### src/rtl/uart_arb_pkg.sv
`default_nettype none
// ============================================================================
// Module      : uart_arb_pkg
// Description : Shared types and constants for the UART transmit arbiter:
//               the arbiter state encoding, default requester count and lock
//               timeout, and the serial byte width.
// Revision    : 1.0 - initial release
// ============================================================================
package uart_arb_pkg;

    // Arbiter FSM states.
    typedef enum logic [1:0] {
        ARB  = 2'd0,    // pick the next requester
        SEND = 2'd1,    // captured byte offered to the serializer
        HOLD = 2'd2     // frame open, waiting for the owner's next byte
    } arb_state_e;

    localparam int c_def_nreq         = 2;
    localparam int c_def_lock_timeout = 1024;
    localparam int c_byte_w           = 8;

endpackage : uart_arb_pkg
`default_nettype wire

### src/rtl/uart_rr_pick.sv
`default_nettype none
// ============================================================================
// Module      : uart_rr_pick
// Description : Combinational round-robin picker. Scans the request vector
//               starting one position above the pointer, wrapping, and
//               reports the first asserted request.
// Revision    : 1.0 - initial release
// Ports       : i_req   [NREQ-1:0] request vector
//               i_ptr   [GW-1:0]   last granted index
//               o_found            at least one request asserted
//               o_idx   [GW-1:0]   winning index (0 when nothing found)
// ============================================================================
module uart_rr_pick
    import uart_arb_pkg::*;
#(
    parameter int NREQ = c_def_nreq,
    parameter int GW   = $clog2(NREQ)
) (
    input  logic [NREQ-1:0] i_req,
    input  logic [GW-1:0]   i_ptr,
    output logic            o_found,
    output logic [GW-1:0]   o_idx
);

    int          w_cand;
    logic [GW-1:0] w_cand_idx;

    always_comb begin
        o_found    = 1'b0;
        o_idx      = '0;
        w_cand     = 0;
        w_cand_idx = '0;
        // Offset 1 is the port just above the pointer; offset NREQ comes back
        // to the pointer itself, so the last owner has lowest priority.
        for (int i = 1; i <= NREQ; i++) begin
            w_cand = int'(i_ptr) + i;
            if (w_cand >= NREQ) begin
                w_cand = w_cand - NREQ;
            end
            w_cand_idx = GW'(w_cand);
            if (!o_found && i_req[w_cand_idx]) begin
                o_found = 1'b1;
                o_idx   = w_cand_idx;
            end
        end
    end

endmodule : uart_rr_pick
`default_nettype wire

### src/rtl/uart_tx_arb.sv
`default_nettype none
// ============================================================================
// Module      : uart_tx_arb
// Description : Round-robin arbiter sharing one uart_tx serializer among NREQ
//               byte-stream requesters. A granted requester keeps the
//               serializer until its frame-end byte has been transferred, so
//               multi-byte messages are never interleaved.
// Revision    : 1.0 - initial release
// Options     : UART_ARB_TIMEOUT_EN - revoke a lock held idle for
//               LOCK_TIMEOUT cycles and pulse timeout_evt.
// Ports       : clk, rst_n           clock, async active-low reset
//               req_valid[NREQ]      byte valid per requester
//               req_data[8*NREQ]     bytes, requester i at [8i+7:8i]
//               req_last[NREQ]       byte ends the requester's frame
//               req_ready[NREQ]      byte accepted this cycle
//               tx_tdata/tx_tvalid   byte offered to uart_tx
//               tx_tready            uart_tx ready
//               grant                current or last owner
//               locked               multi-byte frame open
//               timeout_evt          lock revoked (timeout build only)
// ============================================================================
module uart_tx_arb
    import uart_arb_pkg::*;
#(
    parameter int NREQ         = c_def_nreq,
    parameter int LOCK_TIMEOUT = c_def_lock_timeout
) (
    input  logic                     clk,
    input  logic                     rst_n,
    input  logic [NREQ-1:0]          req_valid,
    input  logic [c_byte_w*NREQ-1:0] req_data,
    input  logic [NREQ-1:0]          req_last,
    output logic [NREQ-1:0]          req_ready,
    output logic [c_byte_w-1:0]      tx_tdata,
    output logic                     tx_tvalid,
    input  logic                     tx_tready,
    output logic [$clog2(NREQ)-1:0]  grant,
    output logic                     locked
`ifdef UART_ARB_TIMEOUT_EN
    ,
    output logic                     timeout_evt
`endif
);

    localparam int c_gw = $clog2(NREQ);

    arb_state_e            state_q, state_d;
    logic [c_gw-1:0]       grant_q, grant_d;
    logic [c_byte_w-1:0]   data_q, data_d;
    logic                  last_q, last_d;
    logic                  locked_q, locked_d;

    logic                  w_found;
    logic [c_gw-1:0]       w_winner;
    logic [c_gw-1:0]       w_sel;
    logic [c_byte_w-1:0]   w_sel_byte;
    logic                  w_sel_last;

`ifdef UART_ARB_TIMEOUT_EN
    localparam int c_cnt_w = $clog2(LOCK_TIMEOUT + 1);

    logic [c_cnt_w-1:0]    cnt_q, cnt_d;
    logic [c_cnt_w-1:0]    w_cnt_inc;
    logic                  evt_q, evt_d;

    assign w_cnt_inc = cnt_q + 1'b1;
`else
    logic                  w_unused_cfg;
    assign w_unused_cfg = ^LOCK_TIMEOUT;
`endif

    uart_rr_pick #(
        .NREQ (NREQ),
        .GW   (c_gw)
    ) u_pick (
        .i_req   (req_valid),
        .i_ptr   (grant_q),
        .o_found (w_found),
        .o_idx   (w_winner)
    );

    // A byte is only ever taken from the picker's winner (ARB) or from the
    // current owner (HOLD), so one shared mux serves both capture paths.
    assign w_sel = (state_q == ARB) ? w_winner : grant_q;

    always_comb begin
        w_sel_byte = '0;
        w_sel_last = 1'b0;
        for (int i = 0; i < NREQ; i++) begin
            if (w_sel == c_gw'(i)) begin
                w_sel_byte = req_data[i*c_byte_w +: c_byte_w];
                w_sel_last = req_last[i];
            end
        end
    end

    // ------------------------------------------------------------------
    // Next-state and output logic
    // ------------------------------------------------------------------
    always_comb begin
        state_d   = state_q;
        grant_d   = grant_q;
        data_d    = data_q;
        last_d    = last_q;
        locked_d  = locked_q;
        req_ready = '0;
`ifdef UART_ARB_TIMEOUT_EN
        cnt_d     = cnt_q;
        evt_d     = 1'b0;
`endif

        case (state_q)
            ARB: begin
                if (w_found) begin
                    req_ready[w_winner] = 1'b1;
                    data_d              = w_sel_byte;
                    last_d              = w_sel_last;
                    grant_d             = w_winner;
                    state_d             = SEND;
                end
            end

            SEND: begin
                if (tx_tready) begin
                    if (last_q) begin
                        state_d  = ARB;
                        locked_d = 1'b0;
                    end else begin
                        state_d  = HOLD;
                        locked_d = 1'b1;
`ifdef UART_ARB_TIMEOUT_EN
                        cnt_d    = '0;
`endif
                    end
                end
            end

            HOLD: begin
                req_ready[grant_q] = 1'b1;
                if (req_valid[grant_q]) begin
                    data_d  = w_sel_byte;
                    last_d  = w_sel_last;
                    state_d = SEND;
`ifdef UART_ARB_TIMEOUT_EN
                    cnt_d   = '0;
`endif
                end
`ifdef UART_ARB_TIMEOUT_EN
                else if (w_cnt_inc == c_cnt_w'(LOCK_TIMEOUT)) begin
                    // Revoke: grant_q stays put, so the next ARB scan
                    // naturally starts past the idle owner.
                    state_d  = ARB;
                    locked_d = 1'b0;
                    evt_d    = 1'b1;
                    cnt_d    = '0;
                end else begin
                    cnt_d = w_cnt_inc;
                end
`endif
            end

            default: begin
                state_d = ARB;
            end
        endcase
    end

    // ------------------------------------------------------------------
    // State registers
    // ------------------------------------------------------------------
    always_ff @(posedge clk or negedge rst_n) begin
        if (!rst_n) begin
            state_q  <= ARB;
            grant_q  <= c_gw'(NREQ - 1);
            data_q   <= '0;
            last_q   <= 1'b0;
            locked_q <= 1'b0;
        end else begin
            state_q  <= state_d;
            grant_q  <= grant_d;
            data_q   <= data_d;
            last_q   <= last_d;
            locked_q <= locked_d;
        end
    end

`ifdef UART_ARB_TIMEOUT_EN
    always_ff @(posedge clk or negedge rst_n) begin
        if (!rst_n) begin
            cnt_q <= '0;
            evt_q <= 1'b0;
        end else begin
            cnt_q <= cnt_d;
            evt_q <= evt_d;
        end
    end

    assign timeout_evt = evt_q;
`endif

    assign tx_tvalid = (state_q == SEND);
    assign tx_tdata  = data_q;
    assign grant     = grant_q;
    assign locked    = locked_q;

endmodule : uart_tx_arb
`default_nettype wire

### config.mk
export PLATFORM = sky130hd
export DESIGN_NAME = uart_tx_arb
export DESIGN_NICKNAME = d
export VERILOG_FILES = /design/src/rtl/uart_arb_pkg.sv /design/src/rtl/uart_rr_pick.sv /design/src/rtl/uart_tx_arb.sv
export SDC_FILE = /design/constraint.sdc
export NUM_CORES = 1
export LEC_CHECK = 0
export BUFFER_PORTS_ARGS = -buffer_cell sky130_fd_sc_hd__buf_2
export CORE_ASPECT_RATIO = 0.8
export CORE_MARGIN = 2
export CORE_UTILIZATION = 45
export DETAILED_ROUTE_END_ITERATION = 8
export GPL_TIMING_DRIVEN = 0
export MAX_ROUTING_LAYER = met4
export PLACE_DENSITY_LB_ADDON = 0.05
export SLEW_MARGIN = 10
export SYNTH_ARGS = -nofsm -noshare
export SYNTH_HDL_FRONTEND = slang
export SYNTH_SLANG_ARGS = --single-unit
### constraint.sdc
create_clock -name clk -period 2.1 [get_ports clk]
set_input_delay 0.105 -clock clk [delete_from_list [all_inputs] [get_ports clk]]
set_output_delay 0.105 -clock clk [all_outputs]
set_load 0.02 [all_outputs]
==> qor.csv, run 1 <==
metric,value,unit
ys_async_sr_fraction,100,%
grt_pass1_wl,3230,um
syn_inst,80,
htree_levels,1,
route.detailed.wl_per_inst,13.2,um
swShare,43.1,%
vias,753,
fill_cells,185,
antenna_cells,0,
pwr-share-seq,25.3,%
drv_cap,0,
cp.arrival,1990,ps
synth-warning-count,0,
fin_nets,144,
post-route-period-util,87.2,%
end_kind,flip-flop,
synth_common_cells,"dfrtp_1, nor2_1, mux2i_1",
initialDrtViolationCount,19,
worst_slack,270,ps
cts_buffers,3,
setup_viol,0,
fin_tns_setup,0,ps
track_usage,20.5,%
p_comb_share,65.5,%
dpl_cell_area,1060,um^2
final_hold_viol_count,0,
synth_seq_area_share,38.3,%
area_growth_syn_to_layout,28.3,%
syn_nets,103,
cp_cell_sequence,buf_6 > nand2b_1 > a21oi_1 > nor3_4 > mux2_2,
synth.top_cell.area_share,35.2,%
antenna_found_initial,0,
clkSlewWorstSetupHoldPaths,90,ps
io_buffers,35,
cpMaxStageDelayCell,dfstp_2,
intPower,0.994,mW
hold_depth,2,
ff2ff_path_depth,5,
critPathLaunchType,flip-flop,
run_status,"complete, no violations",
yosysUniqueCellTypes,25,
p_switching,0.753,mW
vias_per_cell,5.23,
dp.cells,139,
crit_fanout,10,
place_worst_setup_slack,263,ps
synth.largest_area_cell,dfrtp_1,
worst_ep_required_time,2260,ps
hold_path.class,input port to flip-flop,
synth_top_flop_cell,dfrtp_1,
cts.path.max_buffers,2,
rsz0062_at_grt,false,
finalNonFillerCells,144,
power.share.clock,9.2,%
finish.instance_area,1090,um^2
powerDensity,1600,nW/um^2
cts-root-buf,clkbuf_4,
io_pins,36,
ys_ff_latch,13,
max_stage_delay,550,ps
p_leak,0.555,nW
path_class,flip-flop to flip-flop,
fin_crit,1830,ps
slew_violations,0,
worst_slew_pin_slew,631,ps
place_hpwl,1360,um
place_congestion,0.716,
cts_setup_buffers,0,
cts.sinks,13,
die_area,2260,um^2
die_w,52.7,um
start_util,46.4,%
grt_max_degree,14,
synth_most_common_cell,dfrtp_1,
die_h,43.0,um
final.setup_skew,6.52,ps
ant_nets,0,
core,1840,um^2
max_freq,0.546,GHz
first_pass_iters,4,
fp-row-count,14,
avgSynthCellArea,10.7,um^2
drc,0,
slew_headroom,57.7,%
grt.overflow.total,0,
regArea,327,um^2
yosys-top-cells-area,"dfrtp_1, mux2_2, mux2i_1, a221o_1, nor2_1",
drt_wl_total,1900,um
grt_pass1_vias,733,
drive_gt1_share,48.3,%
cts_tree,done,
ir_worst_vdd,0.837,mV
multi_input_area,473,um^2
clock_latency,280,ps
syn_area,853,um^2
synth_edf_count,0,
-- routing by layer --
metal | global-route usage, % | share of wire (%)
met1 | 27.3 | 46
met5 | - | 0
met2 | 29.8 | 49
met4 | 9.74 | 0.90
met3 | 4.23 | 4.4
-- through the flow --
stage	util, %	total power, mW	hold WS [ps]
floorplan	-	1.32	-191
global placement	57.6	1.58	13.0
detailed placement	57.6	1.60	17.8
CTS	59.5	1.77	35.3
global route	59.5	1.89	37.3
finish	59.5	1.75	46.9
-- worst paths after layout --
check                              startpoint                 endpoint  slack, ps
setup / recovery            grant$_DFFE_PN1P_  tx_tdata[2]$_DFFE_PN0P_        270
hold / removal                   req_valid[0]        grant$_DFFE_PN1P_         50
setup reg to reg            grant$_DFFE_PN1P_  tx_tdata[2]$_DFFE_PN0P_        270
hold reg to reg            last_q$_DFFE_PN0P_   state_q[1]$_DFFE_PN0P_        460
max in group asynchronous               rst_n        grant$_DFFE_PN1P_       1570
min in group asynchronous               rst_n  tx_tdata[4]$_DFFE_PN0P_        240
-- sequential cells by signal (all words and copies together) (netlist names) --
register,cells
tx_tdata,8
grant,1
locked,1
last_q,1
state_q,2
-- logic make-up after synthesis --
| group | after synthesis | share of synthesized area [%] |
|---|---|---|
| AOI/OAI and AO/OA | 17 | 16.6 |
| DFF | 13 | 38.3 |
| buffers and inverters | 7 | 6.30 |
| muxes | 19 | 23.6 |
| and+or+nand+nor | 24 | 15.3 |
-- power by group through the flow --
stage          logic [mW]  registers, mW  clock network (mW)
2_1_floorplan       0.749          0.570                   0
5_1_grt              1.26          0.457               0.174
6_report             1.14          0.441               0.161
4_1_cts              1.16          0.445               0.166
3_5_place_dp         1.15          0.450                   0
3_3_place_gp         1.14          0.444                   0
-- worst max-delay path, delay by kind of cell (launching register included) --
| family | cells | cell delay [ps] |
|---|---|---|
| buf+inv | 1 | 130 |
| flops | 1 | 550 |
| mux | 1 | 400 |
| compound gates | 1 | 100 |
| simple gates | 2 | 530 |
-- cell type report --
type,count,area share [%]
inverters,1,0.343
repair buffers,36,16.9
flip-flops and latches,13,29.8
clock buffers,4,2.40
well taps,24,2.74
plain buffers,6,4.57
multi-input cells,60,43.2
-- layout by cell type, fill, tap and decap left out, types with 2 or more instances in the layout --
master	n
a21oi_1	3
a221o_1	9
buf_2	36
buf_4	3
buf_6	2
clkbuf_4	3
dfrtp_1	12
mux2_2	9
mux2i_1	10
nand2_1	4
nor2_1	11
nor3b_1	2
-- what timing repair did --
item / 4_1_cts / 5_1_grt
endpoints found under the hold margin: 13 / 0
hold buffers: 1 / 0
resized for setup: 0 / 0
setup endpoints to repair: 0 / 0
(Power assumes the default switching activity.)
==> inputs of run 2 (changes only) <==
--- a/config.mk
+++ b/config.mk
@@ -6,9 +6,9 @@
 export NUM_CORES = 1
 export LEC_CHECK = 0
 export BUFFER_PORTS_ARGS = -buffer_cell sky130_fd_sc_hd__buf_2
-export CORE_ASPECT_RATIO = 0.8
+export CAP_MARGIN = 15
 export CORE_MARGIN = 2
-export CORE_UTILIZATION = 45
+export CORE_UTILIZATION = 42
 export DETAILED_ROUTE_END_ITERATION = 8
 export GPL_TIMING_DRIVEN = 0
 export MAX_ROUTING_LAYER = met4
@@ -16,4 +16,5 @@
 export SLEW_MARGIN = 10
 export SYNTH_ARGS = -nofsm -noshare
 export SYNTH_HDL_FRONTEND = slang
+export SYNTH_HIERARCHICAL = 1
 export SYNTH_SLANG_ARGS = --single-unit
==> run 2 against run 1 <==
Sequential cell count did not move; first-iteration DRC count is 58% lower; largest power group unchanged; global-route usage shrank 2.0 points; synthesized area shrank 21%; design area decreased by 17%; clock skew up 2.9 ps; critical path type unchanged; utilization rose by 0.86 points; clock-buffer cell count unchanged.
==> qor.csv, run 2 <==
metric,value,unit
hold_path.class,input port to flip-flop,
final.setup_skew,9.38,ps
synth-warning-count,6,
cts_buffers,3,
hold_depth,3,
first_pass_iters,6,
area_growth_syn_to_layout,34.1,%
avgSynthCellArea,10.1,um^2
drc,0,
die_h,44.2,um
p_total,1.43,mW
synth.largest_area_cell,dfrtp_1,
syn_area,678,um^2
clkSlewWorstSetupHoldPaths,90,ps
ant_nets,0,
cts-root-buf,clkbuf_4,
drt_wl_total,1420,um
cp.arrival,1880,ps
final_common_cell,buf_2,
synth_edf_count,0,
largest_reg_flops,8,
synth.top_cell.area_share,44.3,%
yosysUniqueCellTypes,19,
antenna_found_initial,0,
clock_latency,280,ps
place_hpwl,1060,um
cts_tree,done,
setup_viol,0,
antenna_cells,0,
start_util,45.0,%
grt.overflow.total,0,
drive_gt1_share,42.1,%
initialDrtViolationCount,8,
vias,615,
fp-row-count,14,
synth_seq_area_share,48.2,%
cts.path.max_buffers,2,
run_status,"complete, no violations",
syn_nets,90,
ys_async_sr_fraction,100,%
critPathLaunchType,flip-flop,
syn_inst,67,
fin_tns_setup,0,ps
core,1510,um^2
track_usage,18.5,%
grt_pass1_wl,2500,um
rsz0062_at_grt,false,
die_w,44.2,um
powerDensity,1580,nW/um^2
place_congestion,0.795,
io_pins,36,
final_hold_viol_count,0,
worst_slew_pin_slew,498,ps
most-common-layout-cells,"buf_2, nor2_1, dfrtp_1",
max_freq,0.584,GHz
slew_violations,0,
ff2ff_path_depth,4,
post_cts_resized,0,
synth_most_common_cell,nor2_1,
drv_cap,0,
route.detailed.wl_per_inst,11.6,um
vias_per_cell,5.00,
worst_ep_required_time,2260,ps
grt_pass1_vias,557,
end_kind,flip-flop,
yosys-top-cells-area,"dfrtp_1, mux2i_1, a21oi_1, nor2_1, dfstp_2",
crit_fanout,10,
grt_max_degree,14,
cts.sinks,13,
post-route-period-util,81.6,%
die_area,1950,um^2
cts_setup_buffers,0,
p_leak,0.474,nW
slew_headroom,66.7,%
synth_common_cells,"nor2_1, dfrtp_1, a21oi_1",
path_class,flip-flop to flip-flop,
fin_nets,131,
ir_worst_vdd,0.722,mV
fin_crit,1710,ps
synth_top_flop_cell,dfrtp_1,
htree_levels,1,
io_buffers,35,
ys_ff_latch,13,
hold_buffers,1,
==> run 2: changes by cell type in the layout (fill, tap and decap cells not counted), moves of 2 or more <==
cell,change
nor2_1,+3
a221o_1,-9
nor3b_1,-2
mux2_2,-8
a21oi_1,+8
buf_4,-3
==> run 2: final timing paths <==
| path | startpoint | endpoint | slack (ps) |
|---|---|---|---|
| worst max-delay path | grant$_DFFE_PN1P_ | tx_tdata[5]$_DFFE_PN0P_ | 390 |
| worst min register to register | last_q$_DFFE_PN0P_ | state_q[1]$_DFFE_PN0P_ | 470 |
| worst min-delay path | tx_tready | state_q[0]$_DFFE_PN0P_ | 90 |
| min in group asynchronous | rst_n | locked$_DFFE_PN0P_ | 240 |
| max in group asynchronous | rst_n | grant$_DFFE_PN1P_ | 1580 |
| worst max register to register | grant$_DFFE_PN1P_ | tx_tdata[5]$_DFFE_PN0P_ | 390 |
==> run 2: cells by family (layout without fill, tap and decap cells) <==
group	Yosys count	count (layout)	synth area share, %
multiplexers	12	12	19.7
AO/OA/AOI/OAI	16	16	14.9
buffers and inverters	3	43	2.95
AND/OR/NAND/NOR	23	23	14.2
flip-flops	13	13	48.2
==> run 2: layer usage <==
metal  vias up  routed length [um]  global-route usage, %
li1        308                   -                      -
met1       280                 619                   22.6
met2        25                 681                   28.2
met3         2                 111                   6.12
met4         0                   9                   7.27
met5         -                   0                      -
==> run 2: layout make-up <==
| cell class | count | area (um^2) |
|---|---|---|
| Multi-Input combinational cell | 51 | 332 |
| Sequential cell | 13 | 327 |
| Fill cell | 139 | 597 |
| Inverter | 1 | 3.75 |
| Timing Repair Buffer | 36 | 185 |
| Buffer | 2 | 16.3 |
| Clock buffer | 4 | 26.3 |
| Tap cell | 16 | 20.0 |
==> run 2: power by group <==
group | switching [mW] | total (mW) | internal [mW] | leakage [nW]
sequential | 0.0920 | 0.472 | 0.380 | 0.147
clock | 0.0854 | 0.159 | 0.0737 | 0.0150
combinational | 0.467 | 0.801 | 0.334 | 0.312
total | 0.644 | 1.43 | 0.788 | 0.474
==> run 2: stage by stage <==
| stage | cell area, um^2 | instances | hold slack [ps] | utilization (%) | worst slack [ps] |
|---|---|---|---|---|---|
| 2_1_floorplan | 678 | 67 | -191 | - | 533 |
| 3_3_place_gp | 873 | 118 | 9.00 | 58.0 | 390 |
| 3_5_place_dp | 873 | 118 | 10.3 | 58.0 | 399 |
| 4_1_cts | 910 | 123 | 86.9 | 60.4 | 373 |
| 5_1_grt | 910 | 123 | 96.3 | 60.4 | 229 |
| 6_report | 910 | 123 | 92.8 | 60.4 | 387 |
==> run 2: worst max-delay path, cell delays in order (launching register included) <==
cell      delay [ps]
dfstp_2          630
mux2i_1          160
a211oi_4         520
buf_6            210
a21oi_1           70
